File: config.mk
export PLATFORM = sky130hd
export DESIGN_NAME = as6d_vp_buffer_fwft_rd_unpacker
export DESIGN_NICKNAME = d
export VERILOG_FILES = /design/src/rtl/as6d_vp_buffer_pkg.sv /design/src/rtl/as6d_vp_wrap_cnt.sv /design/src/rtl/as6d_vp_buffer_fwft_rd_unpacker.sv
export SDC_FILE = /design/constraint.sdc
export NUM_CORES = 1
export LEC_CHECK = 0
export CAP_MARGIN = 40
export CELL_PAD_IN_SITES_DETAIL_PLACEMENT = 1
export CELL_PAD_IN_SITES_GLOBAL_PLACEMENT = 2
export CORE_MARGIN = 1.5
export CORE_UTILIZATION = 35
export CTS_BUF_LIST = sky130_fd_sc_hd__clkbuf_4 sky130_fd_sc_hd__clkbuf_8 sky130_fd_sc_hd__clkbuf_16
export CTS_CLUSTER_SIZE = 28
export DETAILED_ROUTE_END_ITERATION = 10
export GPL_TIMING_DRIVEN = 0
export PLACE_DENSITY = 0.88
export SETUP_SLACK_MARGIN = 0.1
export SYNTH_ARGS = -nofsm -noshare
export SYNTH_HDL_FRONTEND = slang
export SYNTH_HIERARCHICAL = 1
export SYNTH_SLANG_ARGS = --single-unit
File: constraint.sdc
create_clock -name clk -period 4.8 [get_ports clk]
set_clock_uncertainty 0.2 [all_clocks]
set_input_delay 1.2 -clock clk [delete_from_list [all_inputs] [get_ports clk]]
set_output_delay 1.2 -clock clk [all_outputs]
set_load 0.05 [all_outputs]
File: src/rtl/as6d_vp_buffer_pkg.sv
// Shared widths, state encoding and ratio helper for the as6d video-path FIFO buffer.
package as6d_vp_buffer_pkg;

    localparam int AS6D_VP_BUF_DW  = 128;
    localparam int AS6D_VP_STRM_DW = 32;
    localparam int AS6D_VP_CNT_W   = 16;

    typedef enum logic [0:0] {
        ST_EMPTY = 1'b0,
        ST_DRAIN = 1'b1
    } unpack_state_e;

    function automatic int calc_ratio(input int in_w, input int out_w);
        return in_w / out_w;
    endfunction

endpackage

File: src/rtl/as6d_vp_wrap_cnt.sv
// Wrapping event counter with synchronous clear; clear wins over increment.
module as6d_vp_wrap_cnt #(
    parameter int WIDTH = 16
) (
    input  logic             clk,
    input  logic             rst_n,
    input  logic             clr,
    input  logic             inc,
    output logic [WIDTH-1:0] cnt
);

    logic [WIDTH-1:0] cnt_r;

    // Count register: async reset, sync clear, silent wrap at all-ones.
    always_ff @(posedge clk or negedge rst_n) begin
        if (!rst_n) begin
            cnt_r <= '0;
        end else if (clr) begin
            cnt_r <= '0;
        end else if (inc) begin
            cnt_r <= cnt_r + WIDTH'(1'b1);
        end else begin
            cnt_r <= cnt_r;
        end
    end

    assign cnt = cnt_r;

endmodule

File: src/rtl/as6d_vp_buffer_fwft_rd_unpacker.sv
// Pops FWFT FIFO words and serialises each into RATIO beats, low lane first,
// with the word's double-error flag attached to every beat.
module as6d_vp_buffer_fwft_rd_unpacker
    import as6d_vp_buffer_pkg::*;
#(
    parameter int IN_WIDTH  = AS6D_VP_BUF_DW,
    parameter int OUT_WIDTH = AS6D_VP_STRM_DW,
    parameter int CNT_WIDTH = AS6D_VP_CNT_W
) (
    input  logic                 clk,
    input  logic                 rst_n,
    input  logic                 soft_clr,
    input  logic                 enable,
    input  logic [IN_WIDTH-1:0]  fifo_rd_data,
    input  logic                 fifo_rd_data_val,
    input  logic                 fifo_double_err,
    output logic                 fifo_rd_en,
    output logic [OUT_WIDTH-1:0] out_data,
    output logic                 out_valid,
    input  logic                 out_ready,
    output logic                 out_last,
    output logic                 out_err,
    output logic [CNT_WIDTH-1:0] beat_cnt,
    output logic [CNT_WIDTH-1:0] word_cnt,
    output logic                 busy
);

    localparam int RATIO  = calc_ratio(IN_WIDTH, OUT_WIDTH);
    localparam int LANE_W = (RATIO > 1) ? $clog2(RATIO) : 1;
    localparam logic [LANE_W-1:0] LAST_LANE = LANE_W'(RATIO - 1);

    unpack_state_e        state_r;
    logic [LANE_W-1:0]    lane_r;
    logic [IN_WIDTH-1:0]  hold_r;
    logic                 err_r;

    logic                 hold_val_s;
    logic                 lane_last_s;
    logic                 accept_s;
    logic                 last_acc_s;
    logic                 pop_s;
    logic [OUT_WIDTH-1:0] lane_data_s [RATIO];

    assign hold_val_s  = (state_r == ST_DRAIN);
    assign lane_last_s = (lane_r == LAST_LANE);
    assign accept_s    = hold_val_s & out_ready;
    assign last_acc_s  = accept_s & lane_last_s;
    // A new word may be taken while the final beat of the held one is accepted.
    assign pop_s       = enable & fifo_rd_data_val & ~soft_clr & (~hold_val_s | last_acc_s);

    for (genvar g = 0; g < RATIO; g++) begin : g_lane
        assign lane_data_s[g] = hold_r[g*OUT_WIDTH +: OUT_WIDTH];
    end

    // Hold-word FSM: EMPTY/DRAIN with lane index, flush has top priority.
    always_ff @(posedge clk or negedge rst_n) begin
        if (!rst_n) begin
            state_r <= ST_EMPTY;
            lane_r  <= '0;
            hold_r  <= '0;
            err_r   <= 1'b0;
        end else if (soft_clr) begin
            state_r <= ST_EMPTY;
            lane_r  <= '0;
            hold_r  <= '0;
            err_r   <= 1'b0;
        end else if (pop_s) begin
            state_r <= ST_DRAIN;
            lane_r  <= '0;
            hold_r  <= fifo_rd_data;
            err_r   <= fifo_double_err;
        end else if (last_acc_s) begin
            state_r <= ST_EMPTY;
            lane_r  <= '0;
            hold_r  <= hold_r;
            err_r   <= err_r;
        end else if (accept_s) begin
            state_r <= state_r;
            lane_r  <= lane_r + LANE_W'(1'b1);
            hold_r  <= hold_r;
            err_r   <= err_r;
        end else begin
            state_r <= state_r;
            lane_r  <= lane_r;
            hold_r  <= hold_r;
            err_r   <= err_r;
        end
    end

    as6d_vp_wrap_cnt #(.WIDTH(CNT_WIDTH)) u_beat_cnt (
        .clk   (clk),
        .rst_n (rst_n),
        .clr   (soft_clr),
        .inc   (accept_s),
        .cnt   (beat_cnt)
    );

    as6d_vp_wrap_cnt #(.WIDTH(CNT_WIDTH)) u_word_cnt (
        .clk   (clk),
        .rst_n (rst_n),
        .clr   (soft_clr),
        .inc   (pop_s),
        .cnt   (word_cnt)
    );

    assign fifo_rd_en = pop_s;
    assign out_valid  = hold_val_s;
    assign out_data   = lane_data_s[lane_r];
    assign out_last   = lane_last_s;
    assign out_err    = err_r;
    assign busy       = hold_val_s;

endmodule

# --- Yosys cells after proc, flatten, opt, wreduce, memory -nomap -nowiden ---
# Cells that the tools add are included.
classes:
  eq_ne: 1
  n_bitwise: 9
  magnitude_cmp: 1
  n_addsub: 3
  n_reduce_logical: 4
  muxes: 18
ops:
  columns: ["cell", "n"]
  rows:
  - ["128-bit 2-to-1 mux", 2]
  - ["32-bit binary-select mux with 2-bit select", 1]
  - ["16-bit 2-to-1 mux", 4]
  - ["32-bit 2-to-1 mux", 2]
  - ["16-bit by 1-bit adder with 16-bit output, second input constant", 2]
  - ["2-bit 2-to-1 mux", 4]
  - ["1-bit AND", 5]
  - ["1-bit 2-to-1 mux", 5]
  - ["2-bit nonzero test", 2]
  - ["4-bit nonzero test", 1]
  - ["3-bit >= comparator, second input constant", 1]
  - ["2-bit inverter with 3-bit output", 1]
  - ["3-bit nonzero test", 1]
  - ["2-bit by 1-bit adder with 2-bit output, second input constant", 1]
  - ["2-bit equality test, second input constant", 1]
  - ["1-bit inverter", 2]
  - ["1-bit bitwise OR", 1]
word_totals:
  word_cells: 42
  reg_bits: 164

# --- Logic depth before layout (Yosys ltp) ---
# Gate-level depths: netlist (run 1).
logic_depth:
  word_depth: 6
  ltp_mapped: 9
  ltp_nobuf: 7

# --- Hierarchy ---
# Netlist (run 1), hierarchy kept.
modules_own_cells:
  columns: ["mod", "cells_each", "n_inst", "seq_area_each_um2", "area_per_inst_um2"]
  rows:
  - ["as6d_vp_buffer_fwft_rd_unpacker", 347, 1, 3303.2, 5527.8]
  - ["as6d_vp_wrap_cnt", 82, 2, 400.4, 872.1]

# --- Worst setup path after synthesis (run 1) ---
# Ideal clock, no wire load.
synth_timing:
  path_type: "input-to-reg"
  start: "in out_ready"
  end: "reg u_word_cnt.cnt_r[15] (netlist: u_word_cnt/cnt[15])"
  stages: 8
  required_time_ns: 4.475
  setup_slack_ns: 1.546
  setup_time_ns: 0.125
  arrival_time_ns: 2.929
  cell_sequence: "a21boi_2 -> nor3_2 -> buf_2 -> buf_4 -> o211ai_4 -> nor3_2 -> nor3b_2 -> mux2_4"
synth_between:
  elab_chain_cells: 5
synth_rtl:
  columns: ["item", "line", "rtl"]
  rows:
  - ["start: declaration", "as6d_vp_buffer_fwft_rd_unpacker.sv:20", "input logic out_ready,"]
  - ["1-bit AND", "as6d_vp_buffer_fwft_rd_unpacker.sv:46", "assign accept_s = hold_val_s & out_ready;"]
  - ["1-bit AND", "as6d_vp_buffer_fwft_rd_unpacker.sv:47", "assign last_acc_s = accept_s & lane_last_s;"]
  - ["1-bit bitwise OR", "as6d_vp_buffer_fwft_rd_unpacker.sv:49", "assign pop_s = enable & fifo_rd_data_val & ~soft_clr & (~hold_val_s | last_acc_s);"]
  - ["1-bit AND", "as6d_vp_buffer_fwft_rd_unpacker.sv:49", null]
  - ["named net fifo_rd_en", "as6d_vp_buffer_fwft_rd_unpacker.sv:17", "output logic fifo_rd_en,"]
  - ["2-bit nonzero test (no source line)", null, null]
  - ["end signal: assignment", "as6d_vp_wrap_cnt.sv:21", "cnt_r <= cnt_r + WIDTH'(1'b1);"]
  - ["end signal: assignment", "as6d_vp_wrap_cnt.sv:23", "cnt_r <= cnt_r;"]
  - ["end: declaration", "as6d_vp_wrap_cnt.sv:12", "logic [WIDTH-1:0] cnt_r;"]
# The timed path passes the listed nets, and every way through them passes these cells.
# A chain may end at the register's enable or synchronous reset.

# --- Worst setup path after layout (run 1) ---
layout_timing:
  start: "in out_ready"
  end: "out fifo_rd_en"
layout_between:
  elab_chain_cells: 4
layout_rtl:
  columns: ["item", "line"]
  rows:
  - ["1-bit AND", "as6d_vp_buffer_fwft_rd_unpacker.sv:46"]
  - ["1-bit AND", "as6d_vp_buffer_fwft_rd_unpacker.sv:47"]
  - ["1-bit bitwise OR", "as6d_vp_buffer_fwft_rd_unpacker.sv:49"]
  - ["1-bit AND", "as6d_vp_buffer_fwft_rd_unpacker.sv:49"]
  - ["end: declaration", "as6d_vp_buffer_fwft_rd_unpacker.sv:17"]
# No other way between the ends.

==> results.tsv, run 1 <==
stage	metric	value	unit
detailed_routing	DR pass1 iterations	4	
critical_path	kind of start point of the critical path	input pin	
synth	top post-synthesis cells by area	dfrtp_1 56%, a22o_1 16%, mux4_2 9.9%	
critical_path	worst-path cell chain	clkdlybuf4s50_1 -> a21boi_2 -> nor3_2 -> buf_2 -> dlygate4sd2_1	
placed_design	placed cell count	985	
detailed_routing	Final ANT Viol Nets	0	
critical_path	Crit-path slowest cell	dlygate4sd2_1	
floorplanning	die area	21700	um^2
clocking	CTS clk-pin slew, worst paths	0.06	ns
clocking	total CTS buffers	17	
synth	Post-Synthesis Cell Area	7270	um^2
critical_path	crit path kind	input pin to output pin	
timing	Finish-stage setup viols	0	
critical_path	WP data required	3.40	ns
placed_design	detailed-placement wirelength estimate	16.4	mm
floorplanning	DIE WIDTH	147	um
timing	fmax	220	MHz
clocking	CTS tree	built	
timing	Tmin final	4.54	ns
clocking	post-CTS setup buffers	0	
synth	post-synthesis mux area share	0.110	
clocking	Root Driver	clkbuf_16	
global_route	gr ovfl total	0	
synth	XOR/XNOR Fraction of Synth Area	0.0241	
synth	post-synthesis sequential area ratio	0.564	
clocking	H-tree depth reported by CTS	4	
run	Max Cap Viol	0	
critical_path	CP top delay family	buffers and inverters	
placed_design	Port Buffers	203	
synth	Mapped Cells	511	
critical_path	critical path endpoint category	output pin	
clocking	TritonCTS Sinks	164	
global_route	GRT Util Overall	0.215	
floorplanning	I/O Pins	204	
layout	post-layout util	0.507	
critical_path	Worst path max stage delay	0.58	ns
detailed_routing	via density per instance	5.36	
global_route	global-route met1 utilization	0.279	
global_route	antenna violations before repair	3	
critical_path	crit path max fanout	11	
critical_path	CP Buf/Inv Count	3	
floorplanning	# rows	52	
synth	compound-cell area share of the yosys netlist	0.174	
detailed_routing	wire per inst	22.0	um
timing	period utilization	0.946	
global_route	largest net degree at the start of global routing	94	
pwr	peak supply drop	0.219	mV
synth	Synth Net Count	649	
global_route	vias in the first global route	6176	
timing	max-slew violations	0	
layout	total of fill cells in the finished design	2044	
synth	YS warnings	6	
synth	post-synthesis simple-gate area fraction	0.0717	
detailed_routing	vias	5460	
hold_path	hold crit path type	register to register	
timing	RSZ-0062 raised after global routing	false	
clocking	clock tree buffer depth	2	
synth	syn avg cell area	14.2	um^2
detailed_routing	Final Routed Wirelength	22.4	mm
placed_design	DP Area	9670	um^2
layout	Layout area overhead	41.6	%
pwr	Pleak	4.42	nW
timing	relative slew slack	0.575	
pwr	PD cells	322	nW/um^2
layout	share of cells above drive strength 1	0.174	
layout	final std cells w/o fill	1019	
global_route	global route hottest layer	met2	
global_route	first-pass GRT wire length	35.8	mm
timing	Final Hold Vio Count	0	
synth	main combinational cell family by area after synthesis	compound AO/OA/AOI/OAI gates	
synth	leading area contributor after synthesis	dfrtp_1	
clocking	Clk Latency, worst-skew pair	0.41	ns
timing	TNS Setup	0	ns
global_route	GRT met2 Usage	0.357	
synth	share of the synthesized area in the top cell type	0.564	
critical_path	Critical Path AT	3.14	ns
floorplanning	core area	20300	um^2
timing	Tightest Pin Transition	0.637	ns
synth	Distinct cells, synth	33	
global_route	grt met3 use	0.0658	
clocking	number of hold buffers added after CTS	0	
floorplanning	chip height	147	um
layout	NumNets Final	872	
status	status	complete, no violations	
detailed_routing	initial DRC count	225	
placed_design	Placer Congestion	0.865	
detailed_routing	DRC	0	
synth	#FFs+latches synth	164	
floorplanning	Starting Density	0.358	
layout	fin area	10300	um^2
synth	adder-cell share of the synthesized area	0.00516	
[placed cells by master (no fill, tap or decap), types with 3 or more instances in the layout]
master           instances
a21oi_1                  7
a22o_1                 129
buf_2                   18
buf_4                   10
buf_6                   14
bufinv_16                3
clkbuf_1                 4
clkbuf_16               17
clkdlybuf4s50_1        201
clkinv_4                 3
dfrtp_1                164
ha_1                     3
inv_1                    7
mux2i_1                  3
mux4_2                  32
nand2_1                 13
nand3_1                  5
nand4_1                  8
nor2_1                  29
nor2b_1                  3
nor3_2                   3
nor4_2                   8
o21ai_0                  6
or3_1                    6
xnor2_1                 14
xor2_1                   6
[layer usage]
metal | wire (um) | part of all wire | vias to the layer above
li1 | - | - | 2404
met5 | 0 | 0 | -
met2 | 11000 | 0.49 | 186
met4 | 174 | 0.0078 | 0
met3 | 1490 | 0.066 | 12
met1 | 9760 | 0.43 | 2858
[cell type report]
class | count | area [um^2] | area share
timing repair buffer | 204 | 2060 | 0.200
antenna | 2 | 5.00 | 0.000486
inverter | 7 | 26.3 | 0.00255
clock buffer | 21 | 468 | 0.0454
clock inverter | 11 | 150 | 0.0146
buffer | 46 | 338 | 0.0328
multi-input combinational | 294 | 2800 | 0.272
sequential | 164 | 4100 | 0.399
tap | 270 | 338 | 0.0328
[sequential cells by signal, indices dropped and copies added (netlist names)]
name,cells
busy,1
hold_r,128
lane_r,2
out_err,1
u_beat_cnt/cnt,16
u_word_cnt/cnt,16
[synth_stat cells]
cell and number:
xor2_1 6, nor4b_2 2, nor4_2 8, clkbuf_1 4, a21boi_1 1, xnor2_1 14, nor2_1 29, nand2_1 13
buf_6 14, a21oi_1 7, and3_1 2, o21ba_1 1, or3_1 6, mux2_1 2, buf_4 10, mux2_4 2
dfrtp_1 164, mux2i_1 3, a22o_1 129, nor2b_1 3, o21ai_0 6, mux4_2 32, o211ai_4 2, nand3_1 5
nor3_1 2, ha_1 3, nand4_2 2, nor3b_2 2, inv_1 7, nor3_2 3, a21boi_2 1, nand4_1 8
buf_2 18
[worst register-to-register path, delay by kind of cell, from the launching register on]
kind / cells / cell delay (ns)
mux: 1 / 0.32
flops: 1 / 0.35
compound gates: 2 / 0.24
buf+inv: 2 / 0.62
fa+ha+maj: 1 / 0.23
simple gates: 3 / 0.87
[repair_timing]
item / 4_1_cts / 5_1_grt
endpoints found under the setup margin: 1 / 0
resized for setup: 1 / 0
endpoints found under the hold margin: 0 / 0
[report_power, final]
part / internal, mW / leakage [nW] / switching (mW)
Clock: 0.861 / 0.300 / 0.561
Sequential: 1.43 / 2.25 / 0.0357
Combinational: 0.215 / 1.87 / 0.210
Total: 2.51 / 4.42 / 0.807
[kinds of logic after synthesis]
kind of cell,after synthesis
DFF,164
AOI/OAI and AO/OA,147
and+or+nand+nor,85
buffers and inverters,53
muxes,39
xor gates and xnor gates,20
adders and majority gates,3
[path summary, 6_finish.rpt]
kind                                 start            endpoint  slack, ns  cells past startpoint
worst max-delay path             out_ready          fifo_rd_en       0.26                      5
worst min-delay path            hold_r[54]          hold_r[54]       0.30                      1
worst max register to register   lane_r[0]  u_word_cnt/cnt[15]       1.85                      9
worst min register to register  hold_r[54]          hold_r[54]       0.30                      1
max in group asynchronous            rst_n         hold_r[106]       3.02                      2
min in group asynchronous            rst_n   u_word_cnt/cnt[3]       0.52                      1
[through the flow]
step	setup slack (ns)	hold WS, ns	power [mW]
3_5_place_dp	-0.0423	0.279	1.92
4_1_cts	0.242	0.300	3.35
5_1_grt	0.156	0.308	3.43
3_3_place_gp	-4.19	0.277	1.91
2_1_floorplan	1.55	0.261	1.69
6_report	0.259	0.296	3.32
No activity file was read; power rests on OpenSTA's default activity.
==> inputs of run 2 (changes only) <==
--- a/config.mk
+++ b/config.mk
@@ -9,12 +9,12 @@
 export CELL_PAD_IN_SITES_DETAIL_PLACEMENT = 1
 export CELL_PAD_IN_SITES_GLOBAL_PLACEMENT = 2
 export CORE_MARGIN = 1.5
-export CORE_UTILIZATION = 35
+export CORE_UTILIZATION = 29
 export CTS_BUF_LIST = sky130_fd_sc_hd__clkbuf_4 sky130_fd_sc_hd__clkbuf_8 sky130_fd_sc_hd__clkbuf_16
 export CTS_CLUSTER_SIZE = 28
 export DETAILED_ROUTE_END_ITERATION = 10
 export GPL_TIMING_DRIVEN = 0
-export PLACE_DENSITY = 0.88
+export PLACE_DENSITY = 0.78
 export SETUP_SLACK_MARGIN = 0.1
 export SYNTH_ARGS = -nofsm -noshare
 export SYNTH_HDL_FRONTEND = slang
==> constraint.sdc (replaced) <==
create_clock -name clk -period 3.75 [get_ports clk]
set_clock_uncertainty 0.2 [all_clocks]
set_input_delay 0.9375 -clock clk [delete_from_list [all_inputs] [get_ports clk]]
set_output_delay 0.9375 -clock clk [all_outputs]
set_load 0.05 [all_outputs]
==> run 2 against run 1 <==
Against the previous run:
- die area grew 20%
- non-clock buffer count is the same
- combinational power grew 26%
- critical endpoint is now out_data[26]
- largest power group unchanged
- highest routed layer unchanged
==> results.tsv, run 2 (synthesized netlist as in run 1, its figures left out) <==
stage	metric	value	unit	change
floorplanning	Starting Density	0.297		-0.0610
pwr	Net Sw Frac	0.255		+0.0119
pwr	Pint	3.12	mW	+24%
critical_path	end of the critical path	out_data[26]		
critical_path	WP data required	2.61	ns	-0.79 ns
timing	period utilization	0.938		
clocking	CTS tree	built		
clocking	clock tree buffer depth	2		unchanged
placed_design	placed cell count	1039		+5.5%
detailed_routing	wire per inst	21.2	um	-3.5%
timing	Finish-stage setup viols	0		unchanged
pwr	PD cells	406	nW/um^2	+26%
run	Max Cap Viol	0		unchanged
layout	fin area	10300	um^2	about the same
hold_path	hold crit path type	input pin to async pin		
floorplanning	core area	24500	um^2	+21%
critical_path	reg2reg path depth	9		unchanged
critical_path	crit path max fanout	10		-1
pwr	peak supply drop	0.228	mV	+4.0%
critical_path	start point of the critical path	lane_r[1]		
timing	Final Hold Vio Count	0		unchanged
detailed_routing	DR pass1 iterations	4		unchanged
global_route	first-pass GRT wire length	36.2	mm	+1.1%
timing	fmax	284	MHz	
global_route	gr ovfl total	0		unchanged
critical_path	Critical Path AT	2.38	ns	-0.76 ns
layout	total of fill cells in the finished design	2567		+26%
global_route	GRT Util Overall	0.183		-0.0324
detailed_routing	Final Routed Wirelength	22.8	mm	+1.4%
clocking	H-tree depth reported by CTS	4		unchanged
floorplanning	# rows	57		+9.6%
timing	Tmin final	3.52	ns	
detailed_routing	vias	5480		+0.37%
detailed_routing	Final ANT Viol Nets	0		unchanged
pwr	Pleak	4.53	nW	+2.5%
layout	Ant. Diodes	0		-2
critical_path	Crit-path slowest cell	clkdlybuf4s50_1		
layout	Layout area overhead	41.7	%	about the same
detailed_routing	via density per instance	5.12		-4.5%
clocking	number of hold buffers added after CTS	0		unchanged
detailed_routing	DRC	0		unchanged
clocking	total CTS buffers	17		unchanged
critical_path	worst reg2reg path startpoint	lane_r[0]		
pwr	power share of the sequential group	0.449		+0.006
global_route	vias in the first global route	6176		unchanged
timing	max-slew violations	0		unchanged
clocking	CTS clk-pin slew, worst paths	0.07	ns	about the same
detailed_routing	initial DRC count	252		+12%
critical_path	kind of start point of the critical path	register		
placed_design	detailed-placement wirelength estimate	16.6	mm	+1.5%
critical_path	reg2reg end	u_word_cnt/cnt[15]		
placed_design	dpl ws	-0.459	ns	-0.417 ns
placed_design	DP Area	9740	um^2	+0.70%
clocking	TritonCTS Sinks	164		unchanged
layout	share of cells above drive strength 1	0.178		+0.00402
clocking	post-CTS setup buffers	0		unchanged
layout	Top reg by flops	hold_r		
timing	worst hold slack	0.191	ns	-0.105 ns
critical_path	Reg2Reg Setup Slack	1.07	ns	-0.78 ns
pwr	Clk pwr share	0.423		-0.006
timing	relative slew slack	0.541		-0.0346
critical_path	Worst path max stage delay	0.72	ns	+0.14 ns
floorplanning	die area	26000	um^2	+20%
floorplanning	DIE WIDTH	161	um	+9.7%
placed_design	Port Buffers	203		unchanged
layout	most common cell after layout, fill and taps aside	clkdlybuf4s50_1		
pwr	combinational power share	0.128		about the same
placed_design	Placer Congestion	0.833		-3.8%
timing	RSZ-0062 raised after global routing	false		
timing	Tightest Pin Transition	0.689	ns	+0.0519 ns
floorplanning	I/O Pins	204		unchanged
global_route	antenna violations before repair	0		-3
clocking	Clk Latency, worst-skew pair	0.42	ns	about the same
layout	NumNets Final	872		unchanged
global_route	largest net degree at the start of global routing	123		+31%
critical_path	worst-path cell chain	buf_2 -> buf_2 -> mux4_2 -> clkdlybuf4s50_1		
pwr	P_sw	1.07	mW	+32%
status	status	complete, no violations		
clocking	cts repair resizes	36		+35
layout	final std cells w/o fill	1071		+5.1%
critical_path	most frequent CP cell	buf_2		
timing	final worst setup slack	0.234	ns	-0.0254 ns
floorplanning	chip height	161	um	+9.7%
clocking	Root Driver	clkbuf_16		
layout	number of flip-flops in the largest register	128		unchanged
critical_path	critical path endpoint category	output pin		
layout	most frequent cells in the layout	173 x clkdlybuf4s50_1, 164 x dfrtp_1, 129 x a22o_1		
critical_path	crit path kind	register to output pin		
## run 2: cell type report
cell class / count / area [um^2] / share of cell area
sequential: 164 / 4100 / 0.398
clock buffer: 19 / 447 / 0.0434
clock inverter: 13 / 148 / 0.0143
tap: 324 / 405 / 0.0394
buffer: 46 / 343 / 0.0333
timing repair buffer: 204 / 2020 / 0.197
inverter: 7 / 26.3 / 0.00255
multi-input combinational: 294 / 2800 / 0.272
## run 2: power groups by stage
stage | Sequential, mW | Clock, mW | Combinational (mW)
4_1_cts | 1.88 | 1.83 | 0.544
5_1_grt | 1.89 | 1.90 | 0.573
2_1_floorplan | 1.90 | 0 | 0.254
6_report | 1.88 | 1.77 | 0.534
3_5_place_dp | 1.91 | 0 | 0.553
3_3_place_gp | 1.91 | 0 | 0.541
## run 2: routing by layer
| metal | vias to the layer above | wire [um] | track usage |
|---|---|---|---|
| met2 | 168 | 11300 | 0.305 |
| li1 | 2414 | - | - |
| met1 | 2881 | 10100 | 0.249 |
| met4 | 0 | 193 | 0.0408 |
| met5 | - | 0 | 0 |
| met3 | 17 | 1100 | 0.0324 |
## run 2: worst min path at each step
stage                         to  slack [ns]  depth (start not counted)
6_report       u_beat_cnt/cnt[9]        0.19                          1
5_1_grt        u_beat_cnt/cnt[9]        0.19                          1
4_1_cts        u_beat_cnt/cnt[9]        0.18                          1
3_5_place_dp         hold_r[119]        0.28                          1
3_3_place_gp         hold_r[123]        0.28                          1
2_1_floorplan         hold_r[64]        0.26                          1
## run 2: through the flow
step,total power [mW],utilization,TNS [ns]
6_report,4.18,0.421,0
5_1_grt,4.36,0.421,0
4_1_cts,4.25,0.421,0
3_5_place_dp,2.47,0.398,-0.464
3_3_place_gp,2.45,0.397,-841.86
2_1_floorplan,2.16,-,0
## run 2: critical path, delay by kind of cell, from the launching register on
family | cells | cell delay, ns
multiplexers | 1 | 0.38
buffers and inverters | 3 | 1.23
flip-flops | 1 | 0.35
==> inputs of run 3 (changes only) <==
--- a/config.mk
+++ b/config.mk
@@ -9,12 +9,13 @@
 export CELL_PAD_IN_SITES_DETAIL_PLACEMENT = 1
 export CELL_PAD_IN_SITES_GLOBAL_PLACEMENT = 2
 export CORE_MARGIN = 1.5
-export CORE_UTILIZATION = 29
+export CORE_UTILIZATION = 38
 export CTS_BUF_LIST = sky130_fd_sc_hd__clkbuf_4 sky130_fd_sc_hd__clkbuf_8 sky130_fd_sc_hd__clkbuf_16
 export CTS_CLUSTER_SIZE = 28
 export DETAILED_ROUTE_END_ITERATION = 10
+export DONT_BUFFER_PORTS = 1
 export GPL_TIMING_DRIVEN = 0
-export PLACE_DENSITY = 0.78
+export PLACE_DENSITY = 0.77
 export SETUP_SLACK_MARGIN = 0.1
 export SYNTH_ARGS = -nofsm -noshare
 export SYNTH_HDL_FRONTEND = slang
==> run 3 against run 2 <==
Against the previous run:
- the run now ends with negative hold slack left
- largest power group is now the clock network
- cell count fell by 27%
- routed wire length is 9.9% lower
- register-to-register slack worse by 0.68 ns
- power decreased by 0.11%
- critical endpoint is now fifo_rd_en
- hold slack lost 0.19 ns
- highest routed layer is now met5
==> results.tsv, run 3 (synthesized netlist as in run 1, its figures left out) <==
stage	metric	value	unit	change
layout	Layout area overhead	13.3	%	
timing	Tightest Pin Transition	0.714	ns	+0.0253 ns
clocking	TritonCTS Sinks	164		unchanged
layout	final std cells w/o fill	777		-27%
detailed_routing	wire per inst	26.4	um	+24%
timing	period utilization	0.897		-0.0408
timing	Tmin final	3.36	ns	-0.153 ns
clocking	post-CTS setup buffers	0		unchanged
clocking	total CTS buffers	17		unchanged
placed_design	detailed-placement wirelength estimate	14.1	mm	-15%
floorplanning	DIE WIDTH	141	um	-12%
clocking	CTS clk-pin slew, worst paths	0.07	ns	about the same
hold_path	hold crit path type	input pin to async pin		
floorplanning	core area	18700	um^2	-24%
global_route	first-pass GRT wire length	31.9	mm	-12%
global_route	global-route met1 utilization	0.261		+0.0127
pwr	peak supply drop	0.339	mV	+49%
layout	share of cells above drive strength 1	0.238		+0.0595
critical_path	Worst path max stage delay	0.61	ns	-0.11 ns
pwr	Pwr Total	4.18	mW	-0.11%
global_route	vias in the first global route	5385		-13%
placed_design	Placer Congestion	0.808		-3.0%
floorplanning	I/O Pins	204		unchanged
pwr	Pleak	3.66	nW	-19%
critical_path	kind of start point of the critical path	register		
clocking	clock tree buffer depth	2		unchanged
timing	final worst setup slack	0.387	ns	+0.153 ns
critical_path	CP top delay family	flip-flops		
critical_path	Crit-path slowest cell	dfrtp_1		
timing	relative slew slack	0.524		-0.0168
global_route	GRT Util Overall	0.213		+0.0303
timing	TNS Setup	0	ns	unchanged
timing	Finish-stage setup viols	0		unchanged
critical_path	critical path endpoint category	output pin		
timing	Final Hold Vio Count	3		+3
global_route	grt met3 use	0.0699		+0.0375
floorplanning	chip height	141	um	-12%
layout	NumNets Final	668		-23%
layout	post-layout util	0.440		+0.0193
detailed_routing	initial DRC count	186		-26%
run	Max Cap Viol	0		unchanged
placed_design	Port Buffers	0		-100%
global_route	gr ovfl total	0		unchanged
critical_path	CP Buf/Inv Count	1		-2
layout	number of flip-flops in the largest register	128		unchanged
global_route	global route hottest layer	met2		
clocking	Root Driver	clkbuf_16		
status	status	finished, violations left		
layout	most frequent cells in the layout	164 x dfrtp_1, 129 x a22o_1, 32 x mux4_2		
timing	max-slew violations	0		unchanged
timing	RSZ-0062 raised after global routing	false		
global_route	largest net degree at the start of global routing	165		+34%
global_route	GRT met2 Usage	0.357		+0.0522
layout	most common cell after layout, fill and taps aside	dfrtp_1		
detailed_routing	DR pass1 iterations	4		unchanged
floorplanning	die area	20000	um^2	-23%
clocking	H-tree depth reported by CTS	4		unchanged
detailed_routing	vias	4701		-14%
layout	Top reg by flops	hold_r		
global_route	antenna violations before repair	1		+1
status	violated checks	negative hold slack		
detailed_routing	Final ANT Viol Nets	0		unchanged
critical_path	WP data required	2.61	ns	about the same
detailed_routing	Final Routed Wirelength	20.5	mm	-9.9%
floorplanning	# rows	50		-12%
critical_path	Critical Path AT	2.23	ns	-0.15 ns
placed_design	placed cell count	745		-28%
timing	fmax	297	MHz	+4.5%
floorplanning	Starting Density	0.389		+0.0915
detailed_routing	DRC	0		unchanged
placed_design	dpl ws	0.201	ns	+0.660 ns
critical_path	worst-path cell chain	a21boi_2 -> nor3_2 -> buf_2		
clocking	Clk Latency, worst-skew pair	0.42	ns	about the same
critical_path	crit path kind	register to output pin		
clocking	CTS tree	built		
layout	Ant. Diodes	0		unchanged
pwr	PD cells	507	nW/um^2	+25%
critical_path	crit path max fanout	11		+1
detailed_routing	via density per instance	6.05		+18%
timing	worst hold slack	-0.000216	ns	-0.192 ns
[run 3: where the power goes]
group | switching [mW] | internal, mW
clock network | 0.734 | 1.25
logic | 0.190 | 0.117
registers | 0.0553 | 1.84
[run 3: layout make-up]
type / count / area, um^2
Buffer: 46 / 338
Clock buffer: 21 / 474
Clock inverter: 11 / 196
Fill cell: 1873 / 10500
Inverter: 7 / 26.3
Multi-Input combinational cell: 294 / 2810
Sequential cell: 164 / 4100
Tap cell: 234 / 293
[run 3: final timing paths]
check | startpoint | to | slack [ns] | cells past startpoint
min reg2reg | hold_r[43] | hold_r[43] | 0.29 | 1
max | busy | fifo_rd_en | 0.39 | 3
max reg2reg | busy | u_word_cnt/cnt[15] | 0.39 | 8
min | rst_n | u_word_cnt/cnt[11] | -0.0002 | 0
min in group clk | hold_r[43] | hold_r[43] | 0.29 | 1
max in group asynchronous | rst_n | u_beat_cnt/cnt[1] | 3.00 | 0
[run 3: timing repair]
action                                  CTS  global route
resized for setup                         0             1
hold endpoints to repair                164           129
endpoints found under the setup margin    0             2
[run 3: per-stage QoR]
stage               hold WS, ns  area, um^2
detailed placement        0.280        7560
finish                -0.000216        8240
CTS                     -0.0271        8240
global route            -0.0307        8240
global placement          0.278        7560
floorplan                 0.261        7270
[run 3: layer usage]
metal  up-vias  part of all wire
li1       1996                 -
met1      2508              0.41
met2       171              0.50
met3        24             0.071
met4         2             0.018
met5         -           0.00083
